**src/rtl/xriscv_rf_pkg.sv**
```systemverilog
// xriscv_rf_pkg: shared register-file select encoding and switch FSM states.
package xriscv_rf_pkg;

    typedef enum logic {
        MPSCM        = 1'b0,
        ORIGINAL_REG = 1'b1
    } reg_file_t;

    typedef enum logic [2:0] {
        S_IDLE,
        S_DRAIN,
        S_WAKE,
        S_COPY,
        S_VERIFY,
        S_SWITCH,
        S_RELEASE
    } switch_state_t;

    localparam reg_file_t RF_RESET_SEL = ORIGINAL_REG;

endpackage

```
**src/rtl/xriscv_regfile_switch_ctrl_if.sv**
```systemverilog
// xriscv_regfile_switch_ctrl_if: copy-path port between switch controller and regfile mux.
// XRF_SWITCH_VERIFY_EN adds the destination read-back data.
interface xriscv_regfile_switch_ctrl_if #(
    parameter int ADDR_WIDTH = 5,
    parameter int DATA_WIDTH = 32
);
    logic                  cp_active_o;
    logic [ADDR_WIDTH-1:0] cp_raddr_o;
    logic [DATA_WIDTH-1:0] cp_rdata_i;
    logic [ADDR_WIDTH-1:0] cp_waddr_o;
    logic [DATA_WIDTH-1:0] cp_wdata_o;
    logic                  cp_we_o;
`ifdef XRF_SWITCH_VERIFY_EN
    logic [DATA_WIDTH-1:0] cp_rdata_dst_i;
`endif

    modport master (
        output cp_active_o, cp_raddr_o, cp_waddr_o, cp_wdata_o, cp_we_o,
`ifdef XRF_SWITCH_VERIFY_EN
        input  cp_rdata_dst_i,
`endif
        input  cp_rdata_i
    );

    modport slave (
        input  cp_active_o, cp_raddr_o, cp_waddr_o, cp_wdata_o, cp_we_o,
`ifdef XRF_SWITCH_VERIFY_EN
        output cp_rdata_dst_i,
`endif
        output cp_rdata_i
    );
endinterface

```
**src/rtl/xriscv_rf_copy_seq.sv**
```systemverilog
// xriscv_rf_copy_seq: walks register addresses 1..2^ADDR_WIDTH-1, one per cycle.
module xriscv_rf_copy_seq #(
    parameter int ADDR_WIDTH = 5
) (
    input  logic                  clk,
    input  logic                  rst_n,
    input  logic                  start_i,
    output logic [ADDR_WIDTH-1:0] addr_o,
    output logic                  last_o,
    output logic                  busy_o
);
    localparam logic [ADDR_WIDTH-1:0] FIRST = ADDR_WIDTH'(1);
    localparam logic [ADDR_WIDTH-1:0] LAST  = '1;

    logic [ADDR_WIDTH-1:0] cnt_q, cnt_d;
    logic                  busy_q, busy_d;

    // Restart wins over stepping; after LAST the counter parks at FIRST so x0 is never addressed.
    always_comb begin
        cnt_d  = cnt_q;
        busy_d = busy_q;
        if (start_i) begin
            cnt_d  = FIRST;
            busy_d = 1'b1;
        end else if (busy_q) begin
            busy_d = cnt_q != LAST;
            cnt_d  = (cnt_q == LAST) ? FIRST : cnt_q + FIRST;
        end
    end

    // Counter and busy registers.
    always_ff @(posedge clk or negedge rst_n) begin
        if (!rst_n) begin
            cnt_q  <= FIRST;
            busy_q <= 1'b0;
        end else begin
            cnt_q  <= cnt_d;
            busy_q <= busy_d;
        end
    end

    assign addr_o = cnt_q;
    assign last_o = busy_q && cnt_q == LAST;
    assign busy_o = busy_q;
endmodule

```
**src/rtl/xriscv_regfile_switch_ctrl.sv**
```systemverilog
// xriscv_regfile_switch_ctrl: run-time MPSCM/ORIGINAL_REG switch with state copy.
// XRF_SWITCH_VERIFY_EN inserts a read-back verify pass; a mismatch keeps the old file.
module xriscv_regfile_switch_ctrl
    import xriscv_rf_pkg::*;
#(
    parameter int ADDR_WIDTH    = 5,
    parameter int DATA_WIDTH    = 32,
    parameter int SETTLE_CYCLES = 2
) (
    input  logic clk,
    input  logic rst_n,
    input  logic switch_req_i,
    input  logic target_sel_i,
    output logic stall_req_o,
    input  logic stall_ack_i,
    output logic reg_mux_o,
    output logic cg_en_mpscm_o,
    output logic cg_en_orig_o,
    output logic busy_o,
    output logic done_o,
    output logic err_o,
`ifdef XRF_SWITCH_VERIFY_EN
    output logic verify_fail_o,
`endif
    xriscv_regfile_switch_ctrl_if.master cp
);
    switch_state_t         state_q, state_d;
    reg_file_t             tgt_q, tgt_d, mux_q, mux_d;
    logic [1:0]            cg_q, cg_d;
    logic [3:0]            settle_q, settle_d;
    logic                  err_q, err_d, noop_q, noop_d;
    logic                  seq_start, seq_last, seq_busy, flip_ok;
    logic [ADDR_WIDTH-1:0] seq_addr;

    xriscv_rf_copy_seq #(.ADDR_WIDTH(ADDR_WIDTH)) u_seq (
        .clk     (clk),
        .rst_n   (rst_n),
        .start_i (seq_start),
        .addr_o  (seq_addr),
        .last_o  (seq_last),
        .busy_o  (seq_busy)
    );

`ifdef XRF_SWITCH_VERIFY_EN
    logic mism_q, vfail_q, cmp_fail;
    assign cmp_fail = state_q == S_VERIFY && cp.cp_rdata_i != cp.cp_rdata_dst_i;
    // Per-switch mismatch decides the flip; the sticky copy is what software sees.
    always_ff @(posedge clk or negedge rst_n) begin
        if (!rst_n) begin
            mism_q  <= 1'b0;
            vfail_q <= 1'b0;
        end else begin
            mism_q  <= (state_q == S_COPY) ? 1'b0 : (mism_q | cmp_fail);
            vfail_q <= vfail_q | cmp_fail;
        end
    end
    assign flip_ok       = !mism_q;
    assign verify_fail_o = vfail_q;
`else
    assign flip_ok = 1'b1;
`endif

    // Next-state logic; the select and clock gates only change in registered form.
    always_comb begin
        state_d   = state_q;
        tgt_d     = tgt_q;
        mux_d     = mux_q;
        cg_d      = cg_q;
        settle_d  = settle_q;
        noop_d    = 1'b0;
        seq_start = 1'b0;
        err_d     = err_q | (!stall_ack_i && (state_q == S_WAKE || state_q == S_COPY ||
                                              state_q == S_VERIFY || state_q == S_SWITCH));
        case (state_q)
            S_IDLE: if (switch_req_i) begin
                if (reg_file_t'(target_sel_i) == mux_q) begin
                    noop_d = 1'b1;
                end else begin
                    tgt_d   = reg_file_t'(target_sel_i);
                    state_d = S_DRAIN;
                end
            end
            S_DRAIN: if (stall_ack_i) begin
                cg_d[tgt_q] = 1'b1;
                settle_d    = 4'd0;
                state_d     = S_WAKE;
            end
            S_WAKE: begin
                settle_d = settle_q + 4'd1;
                if (settle_q == 4'(SETTLE_CYCLES - 1)) begin
                    seq_start = 1'b1;
                    state_d   = S_COPY;
                end
            end
            S_COPY: if (seq_last) begin
`ifdef XRF_SWITCH_VERIFY_EN
                seq_start = 1'b1;
                state_d   = S_VERIFY;
`else
                state_d   = S_SWITCH;
`endif
            end
`ifdef XRF_SWITCH_VERIFY_EN
            S_VERIFY: if (seq_last) state_d = S_SWITCH;
`endif
            S_SWITCH: begin
                if (flip_ok) mux_d = tgt_q;
                else cg_d[tgt_q] = 1'b0;
                state_d = S_RELEASE;
            end
            S_RELEASE: begin
                if (mux_q == tgt_q) cg_d[~tgt_q] = 1'b0;
                state_d = S_IDLE;
            end
            default: state_d = S_IDLE;
        endcase
    end

    // State registers; reset lands on ORIGINAL_REG with only its clock running.
    always_ff @(posedge clk or negedge rst_n) begin
        if (!rst_n) begin
            state_q  <= S_IDLE;
            tgt_q    <= RF_RESET_SEL;
            mux_q    <= RF_RESET_SEL;
            cg_q     <= 2'b01 << RF_RESET_SEL;
            settle_q <= 4'd0;
            err_q    <= 1'b0;
            noop_q   <= 1'b0;
        end else begin
            state_q  <= state_d;
            tgt_q    <= tgt_d;
            mux_q    <= mux_d;
            cg_q     <= cg_d;
            settle_q <= settle_d;
            err_q    <= err_d;
            noop_q   <= noop_d;
        end
    end

    assign stall_req_o    = state_q != S_IDLE;
    assign busy_o         = state_q != S_IDLE || noop_q;
    assign done_o         = state_q == S_RELEASE || noop_q;
    assign err_o          = err_q;
    assign reg_mux_o      = mux_q;
    assign cg_en_mpscm_o  = cg_q[MPSCM];
    assign cg_en_orig_o   = cg_q[ORIGINAL_REG];
    assign cp.cp_active_o = state_q == S_WAKE || state_q == S_COPY ||
                            state_q == S_VERIFY || state_q == S_SWITCH;
    assign cp.cp_raddr_o  = (state_q == S_COPY || state_q == S_VERIFY) ? seq_addr : '0;
    assign cp.cp_waddr_o  = (state_q == S_COPY) ? seq_addr : '0;
    assign cp.cp_wdata_o  = (state_q == S_COPY) ? cp.cp_rdata_i : {DATA_WIDTH{1'b0}};
    assign cp.cp_we_o     = state_q == S_COPY && seq_busy;
endmodule

```
**src/flat_wrapper.sv**
```systemverilog
// flat-port wrapper written by rule: the top's interface ports become plain ports
module xriscv_regfile_switch_ctrl_flat import xriscv_rf_pkg::*;
#(
    parameter int ADDR_WIDTH    = 5,
    parameter int DATA_WIDTH    = 32,
    parameter int SETTLE_CYCLES = 2
)
  (clk, rst_n, switch_req_i, target_sel_i, stall_req_o, stall_ack_i, reg_mux_o, cg_en_mpscm_o, cg_en_orig_o, busy_o, done_o, err_o, cp_cp_active_o, cp_cp_raddr_o, cp_cp_waddr_o, cp_cp_wdata_o, cp_cp_we_o, cp_cp_rdata_i);
  xriscv_regfile_switch_ctrl_if #(.ADDR_WIDTH(ADDR_WIDTH), .DATA_WIDTH(DATA_WIDTH)) cp_i ();
  input  logic clk;
  input  logic rst_n;
  input  logic switch_req_i;
  input  logic target_sel_i;
  output logic stall_req_o;
  input  logic stall_ack_i;
  output logic reg_mux_o;
  output logic cg_en_mpscm_o;
  output logic cg_en_orig_o;
  output logic busy_o;
  output logic done_o;
  output logic err_o;
  output wire logic [$bits(cp_i.cp_active_o)-1:0] cp_cp_active_o;
  output wire logic [$bits(cp_i.cp_raddr_o)-1:0] cp_cp_raddr_o;
  output wire logic [$bits(cp_i.cp_waddr_o)-1:0] cp_cp_waddr_o;
  output wire logic [$bits(cp_i.cp_wdata_o)-1:0] cp_cp_wdata_o;
  output wire logic [$bits(cp_i.cp_we_o)-1:0] cp_cp_we_o;
  input wire logic [$bits(cp_i.cp_rdata_i)-1:0] cp_cp_rdata_i;
  assign cp_cp_active_o = cp_i.cp_active_o;
  assign cp_cp_raddr_o = cp_i.cp_raddr_o;
  assign cp_cp_waddr_o = cp_i.cp_waddr_o;
  assign cp_cp_wdata_o = cp_i.cp_wdata_o;
  assign cp_cp_we_o = cp_i.cp_we_o;
  assign cp_i.cp_rdata_i = cp_cp_rdata_i;
  xriscv_regfile_switch_ctrl #(.ADDR_WIDTH(ADDR_WIDTH), .DATA_WIDTH(DATA_WIDTH), .SETTLE_CYCLES(SETTLE_CYCLES)) u_core (.clk(clk), .rst_n(rst_n), .switch_req_i(switch_req_i), .target_sel_i(target_sel_i), .stall_req_o(stall_req_o), .stall_ack_i(stall_ack_i), .reg_mux_o(reg_mux_o), .cg_en_mpscm_o(cg_en_mpscm_o), .cg_en_orig_o(cg_en_orig_o), .busy_o(busy_o), .done_o(done_o), .err_o(err_o), .cp(cp_i));
endmodule
```
**config.mk**
```make
export PLATFORM = sky130hd
export DESIGN_NAME = xriscv_regfile_switch_ctrl_flat
export DESIGN_NICKNAME = d
export VERILOG_FILES = /design/src/rtl/xriscv_rf_pkg.sv /design/src/rtl/xriscv_regfile_switch_ctrl_if.sv /design/src/rtl/xriscv_rf_copy_seq.sv /design/src/rtl/xriscv_regfile_switch_ctrl.sv /design/src/flat_wrapper.sv
export SDC_FILE = /design/constraint.sdc
export NUM_CORES = 1
export LEC_CHECK = 0
export BUFFER_PORTS_ARGS = -buffer_cell sky130_fd_sc_hd__buf_2
export CAP_MARGIN = 20
export CORE_UTILIZATION = 25
export DETAILED_ROUTE_END_ITERATION = 8
export SLEW_MARGIN = 20
export SYNTH_ARGS = -nofsm -noshare
export SYNTH_HDL_FRONTEND = slang
export SYNTH_SLANG_ARGS = --single-unit
```
**constraint.sdc**
```tcl
create_clock -name clk -period 1.9 [get_ports clk]
set_input_delay 0 -clock clk [delete_from_list [all_inputs] [get_ports clk]]
set_output_delay 0 -clock clk [all_outputs]
set_load 0.1 [all_outputs]
```
==> impl_metrics.tcl, run 1 <==
set metrics [dict create \
    clock-root-buffer "sky130_fd_sc_hd__clkbuf_8" \
    report.final.hold_viol_count 0 \
    htreeDepth 1 \
    critPathRequiredTime_ps 1900 \
    port_buffers 87 \
    yosysWarningCount 0 \
    timing.critical_path.arrival_ps 1780 \
    post_synth_instance_area_mm2 0.00130 \
    core-area_mm2 0.00485 \
    placed_cell_area_mm2 0.00247 \
    outcome "complete, no violations" \
    layout_fillers 425 \
    finalCritPeriodShare_pct 93.9 \
    setup_violations 0 \
    cts-buffers-inserted 3 \
    routability_congestion 0.804 \
    chipHeight_um 74.1 \
    critical_path.max_fanout 14 \
    core.rowCount 25 \
    setup.worst_path.end_class "primary output" \
    clkLatencyLatePin_ps 250 \
    wire_per_inst_um 12.2 \
    clock_pin_slew_worst_setup_and_hold_paths_ps 70 \
    yosys_register_bits 19 \
    fmax_mhz 560 \
    cts_num_sinks 19 \
    worst_pin_slew_ps 493 \
    max-slew-margin-rel_pct 67.4 \
    floorplan.die_area_mm2 0.00549 \
    synth_cells 150 \
    rsz0062_at_grt "no" \
    drt_iter0_markers 34 \
    area_growth_syn_to_layout_pct 94.0 \
    final_common_cell "sky130_fd_sc_hd__buf_2" \
    start_util_pct 26.8 \
    synth.yosys.seq_area_share_pct 37.0 \
    asyncSetResetFlopFracSynth_pct 100 \
    wl_mm 3.70 \
    number_of_ports_placed_on_the_die_boundary 88 \
    buffer_count_from_post_cts_setup_fixing 0 \
    grt_pass1_vias 1217 \
    placed_cells_incl_taps 299 \
    timing.setup.critical_path_class "reg -> out" \
    drc_errors 0 \
    max_cap_viol_count 0 \
    synth.largest_area_cell "sky130_fd_sc_hd__dfrtp_1" \
    syn_nets 191 \
    drt-pass1-iter-count 4 \
    avgViaCountPerCell 4.45 \
    synth.top_cell.area_share_pct 28.9 \
    detailedPlacementHpwl_mm 3.05 \
    grt_max_degree 26 \
    period_needed_ps 1780 \
    final_cell_area_mm2 0.00252 \
    die_width_um 74.1 \
    synthDistinctLibCells 35 \
    final-instance-count-excl-fill 304 \
    clk_path_buf_depth 2 \
    finClkSkew_ps 5.56 \
    initial_antenna_violation_count 0 \
    wire_length_of_the_first_global_routing_pass_mm 5.62 \
    grt_util_all_layers_pct 13.1 \
    post_synth.cell_area_avg_um2 8.67 \
    postRouteAntennaNets 0 \
    antenna-diode-count 0 \
    slew_violations 0 \
    synth.area.top_cells "sky130_fd_sc_hd__dfrtp_1, sky130_fd_sc_hd__and2_1, sky130_fd_sc_hd__dfstp_2" \
    synth-edff-count 0 \
    critical_path.startpoint_type "flop" \
    synth_flop_type "sky130_fd_sc_hd__dfrtp_1" \
    most_used_cells_in_the_layout_excluding_fill_and_tap_cells "sky130_fd_sc_hd__buf_2, sky130_fd_sc_hd__buf_12, sky130_fd_sc_hd__and2_1" \
    hold_path.class "in -> reg" \
    nets 279 \
    post_route_cells_drive_above_1_share_pct 45.6 \
    detailroute.via_count 1353 \
    grt_remaining_overflow 0 \
    tritoncts "done" \
]
## registers in the layout (all words and copies together) (netlist names)
register	cells
u_core.cg_q	2
u_core.err_o	1
u_core.noop_q	1
u_core.reg_mux_o	1
u_core.settle_q	4
u_core.state_q	3
u_core.tgt_q	1
u_core.u_seq.addr_o	5
u_core.u_seq.busy_o	1
## per-stage QoR
| step | hold slack [ps] | setup TNS, ps | util [%] | worst slack, ps |
|---|---|---|---|---|
| 2_1_floorplan | -296 | -1700 | - | -340 |
| 3_3_place_gp | -31.2 | 0 | 50.9 | 379 |
| 3_5_place_dp | -29.1 | 0 | 50.9 | 349 |
| 4_1_cts | 62.1 | 0 | 52.0 | 116 |
| 5_1_grt | 60.4 | 0 | 52.0 | 26.5 |
| 6_report | 63.9 | 0 | 52.0 | 115 |
## synth_stat cells, drive strengths merged, types with 5 or more instances
cell type / number
a21oi: 13
and2: 39
clkbuf: 7
dfrtp: 15
nand2: 8
nor2: 5
nor2b: 7
o21ai: 7
## per-layer routing
| layer | track usage (%) | share of wire, % | vias to the layer above |
|---|---|---|---|
| li1 | - | - | 677 |
| met5 | 0 | 0 | - |
| met2 | 22.2 | 48 | 67 |
| met1 | 16.5 | 42 | 609 |
| met4 | 2.78 | 0 | 0 |
| met3 | 3.66 | 10 | 0 |
## cell families after synthesis
| group | share of synthesized area, % |
|---|---|
| adders and majority gates | 3.85 |
| xor gates and xnor gates | 1.35 |
| and+or+nand+nor | 36.2 |
| buffers and inverters | 4.14 |
| DFF | 37.0 |
| muxes | 3.08 |
| AOI/OAI and AO/OA | 14.4 |
## worst max-delay path: stages, from the launching register on
cell and delay [ps]:
sky130_fd_sc_hd__dfrtp_1 580, sky130_fd_sc_hd__nor2b_1 370, sky130_fd_sc_hd__a21o_1 160, sky130_fd_sc_hd__buf_2 410
## area by class of cell
class | instances | area (um^2) | share of cell area, %
clock buffer | 3 | 41.3 | 1.64
clock inverter | 1 | 5.00 | 0.198
inverter | 4 | 15.0 | 0.595
multi-input combinational | 118 | 776 | 30.8
sequential | 19 | 480 | 19.0
tap | 67 | 83.8 | 3.32
timing repair buffer | 92 | 1120 | 44.4
## path summary, 6_finish.rpt
check | cells past startpoint | endpoint | slack [ps] | from
worst min-delay path | 2 | u_core.tgt_q | 60 | target_sel_i
worst max-delay path | 3 | done_o | 120 | u_core.state_q[1]
worst min register to register | 1 | u_core.err_o | 470 | u_core.err_o
max in group asynchronous | 2 | u_core.u_seq.addr_o[0] | 1350 | rst_n
min in group asynchronous | 2 | u_core.settle_q[0] | 220 | rst_n
worst max register to register | 6 | u_core.u_seq.addr_o[2] | 350 | u_core.u_seq.addr_o[0]
## repair_timing
| item | CTS | global route |
|---|---|---|
| hold buffers | 1 | 0 |
| endpoints found under the hold margin | 15 | 0 |
| resized for setup | 0 | 0 |
| endpoints found under the setup margin | 0 | 0 |
Power of run 1 is left out: the tool's default activity adds up to more than one toggle a clock period on the data nets, which glitch-free logic cannot reach.
==> run 2, diff against run 1 <==
- CORE_ASPECT_RATIO: default -> 1.2
==> run 2 against run 1 <==
Against the previous run: first-iteration DRC count is 18% lower; setup slack improved by 31 ps; sequential cell count unchanged; cell area down 0.50%; die area is essentially flat; worst hold slack worse by 2.7 ps; critical path type unchanged; highest routed layer is now met4.
==> impl_metrics.tcl, run 2 (synthesis gave the netlist of run 1 again) <==
set metrics [dict create \
    outcome "complete, no violations" \
    grt_util_all_layers_pct 14.2 \
    timing.critical_path.arrival_ps 1750 \
    met2WireLength_mm 1.72 \
    nets 278 \
    core-area_mm2 0.00497 \
    largest_register_ff_count 5 \
    finClkSkew_ps 1.37 \
    wire_length_of_the_first_global_routing_pass_mm 5.87 \
    most_used_cells_in_the_layout_excluding_fill_and_tap_cells "sky130_fd_sc_hd__buf_2, sky130_fd_sc_hd__buf_12, sky130_fd_sc_hd__and2_1" \
    detailroute.via_count 1375 \
    avgViaCountPerCell 4.65 \
    grt_remaining_overflow 0 \
    critical_path.startpoint_type "flop" \
    initial_antenna_violation_count 0 \
    hold_path.class "in -> reg" \
    cts_num_sinks 19 \
    wire_per_inst_um 12.9 \
    layout_fillers 446 \
    met3WireLength_um 477 \
    setup_violations 0 \
    drc_errors 0 \
    post_route_cells_drive_above_1_share_pct 45.8 \
    met1_length_mm 1.57 \
    area_growth_syn_to_layout_pct 93.1 \
    ff_latch_area_um2 483 \
    grt_max_degree 34 \
    fmax_mhz 570 \
    clk_path_buf_depth 2 \
    clock-root-buffer "sky130_fd_sc_hd__clkbuf_8" \
    core.rowCount 28 \
    wl_mm 3.82 \
    routability_congestion 0.828 \
    final_core_util_pct 50.5 \
    fin_setup_tns_ps 0 \
    critical_path.max_fanout 13 \
    slew_violations 0 \
    port_buffers 87 \
    finalCritPeriodShare_pct 92.3 \
    report.final.hold_viol_count 0 \
    clkLatencyLatePin_ps 260 \
    clock_pin_slew_worst_setup_and_hold_paths_ps 70 \
    multi_input_comb_area_um2 776 \
    timing.setup.critical_path_class "reg -> out" \
    postRouteAntennaNets 0 \
    period_needed_ps 1750 \
    start_util_pct 26.1 \
    setup.worst_path.end_class "primary output" \
    grt_pass1_vias 1250 \
    htreeDepth 1 \
    detailedPlacementHpwl_mm 3.09 \
    number_of_ports_placed_on_the_die_boundary 88 \
    antenna-diode-count 0 \
    worst_pin_slew_ps 486 \
    floorplan.die_area_mm2 0.00549 \
    max_cap_viol_count 0 \
    cts-buffers-inserted 3 \
    drt-pass1-iter-count 4 \
    dr.max_layer_used "met4" \
    critPathRequiredTime_ps 1900 \
    worst_hold_margin_ps 61.2 \
    buffer_count_from_post_cts_setup_fixing 0 \
    drt_iter0_markers 28 \
    chipHeight_um 81.0 \
    rsz0062_at_grt "no" \
    max-slew-margin-rel_pct 67.8 \
    tritoncts "done" \
    die_width_um 67.8 \
]
==> run 2: path summary, 6_finish.rpt <==
check | slack (ps) | startpoint | depth (start not counted) | to
max | 150 | u_core.state_q[0] | 4 | cp_cp_raddr_o[4]
min | 60 | stall_ack_i | 3 | u_core.err_o
max reg2reg | 270 | u_core.u_seq.addr_o[0] | 6 | u_core.u_seq.addr_o[2]
min reg2reg | 460 | u_core.err_o | 1 | u_core.err_o
max in group asynchronous | 1360 | rst_n | 2 | u_core.u_seq.addr_o[0]
min in group asynchronous | 210 | rst_n | 2 | u_core.cg_q[0]
==> run 2: final cells by class <==
cell class | count | share of cell area, %
timing repair buffer | 91 | 44.5
multi-input combinational | 118 | 30.9
sequential | 19 | 19.2
tap | 60 | 2.99
clock buffer | 4 | 1.79
inverter | 4 | 0.598
==> run 2: what timing repair did <==
item,in CTS,in global routing
gates resized for setup,1,2
cloned,0,0
endpoints found under the hold margin,15,0
setup endpoints to repair,5,23
hold buffers,1,0
==> run 2: through the flow <==
step	worst slack [ps]	area (um^2)	cells
floorplan	-340	1310	150
global route	6.98	2510	296
global placement	275	2450	291
CTS	72.1	2510	296
finish	146	2510	296
detailed placement	236	2450	291
==> run 2: layer usage <==
metal  GRT usage (%)  vias up
met1            17.2      619
met3            3.37        5
met4            5.00        0
met2            24.0       75
met5               0        -
li1                -      676
==> run 2: critical path, cell delays in order (launching register included) <==
cell and delay [ps]:
sky130_fd_sc_hd__dfrtp_1 500, sky130_fd_sc_hd__and3b_1 270, sky130_fd_sc_hd__a21oi_1 360, sky130_fd_sc_hd__nor2b_1 160, sky130_fd_sc_hd__buf_12 200
Power of run 2 is left out for the same reason.
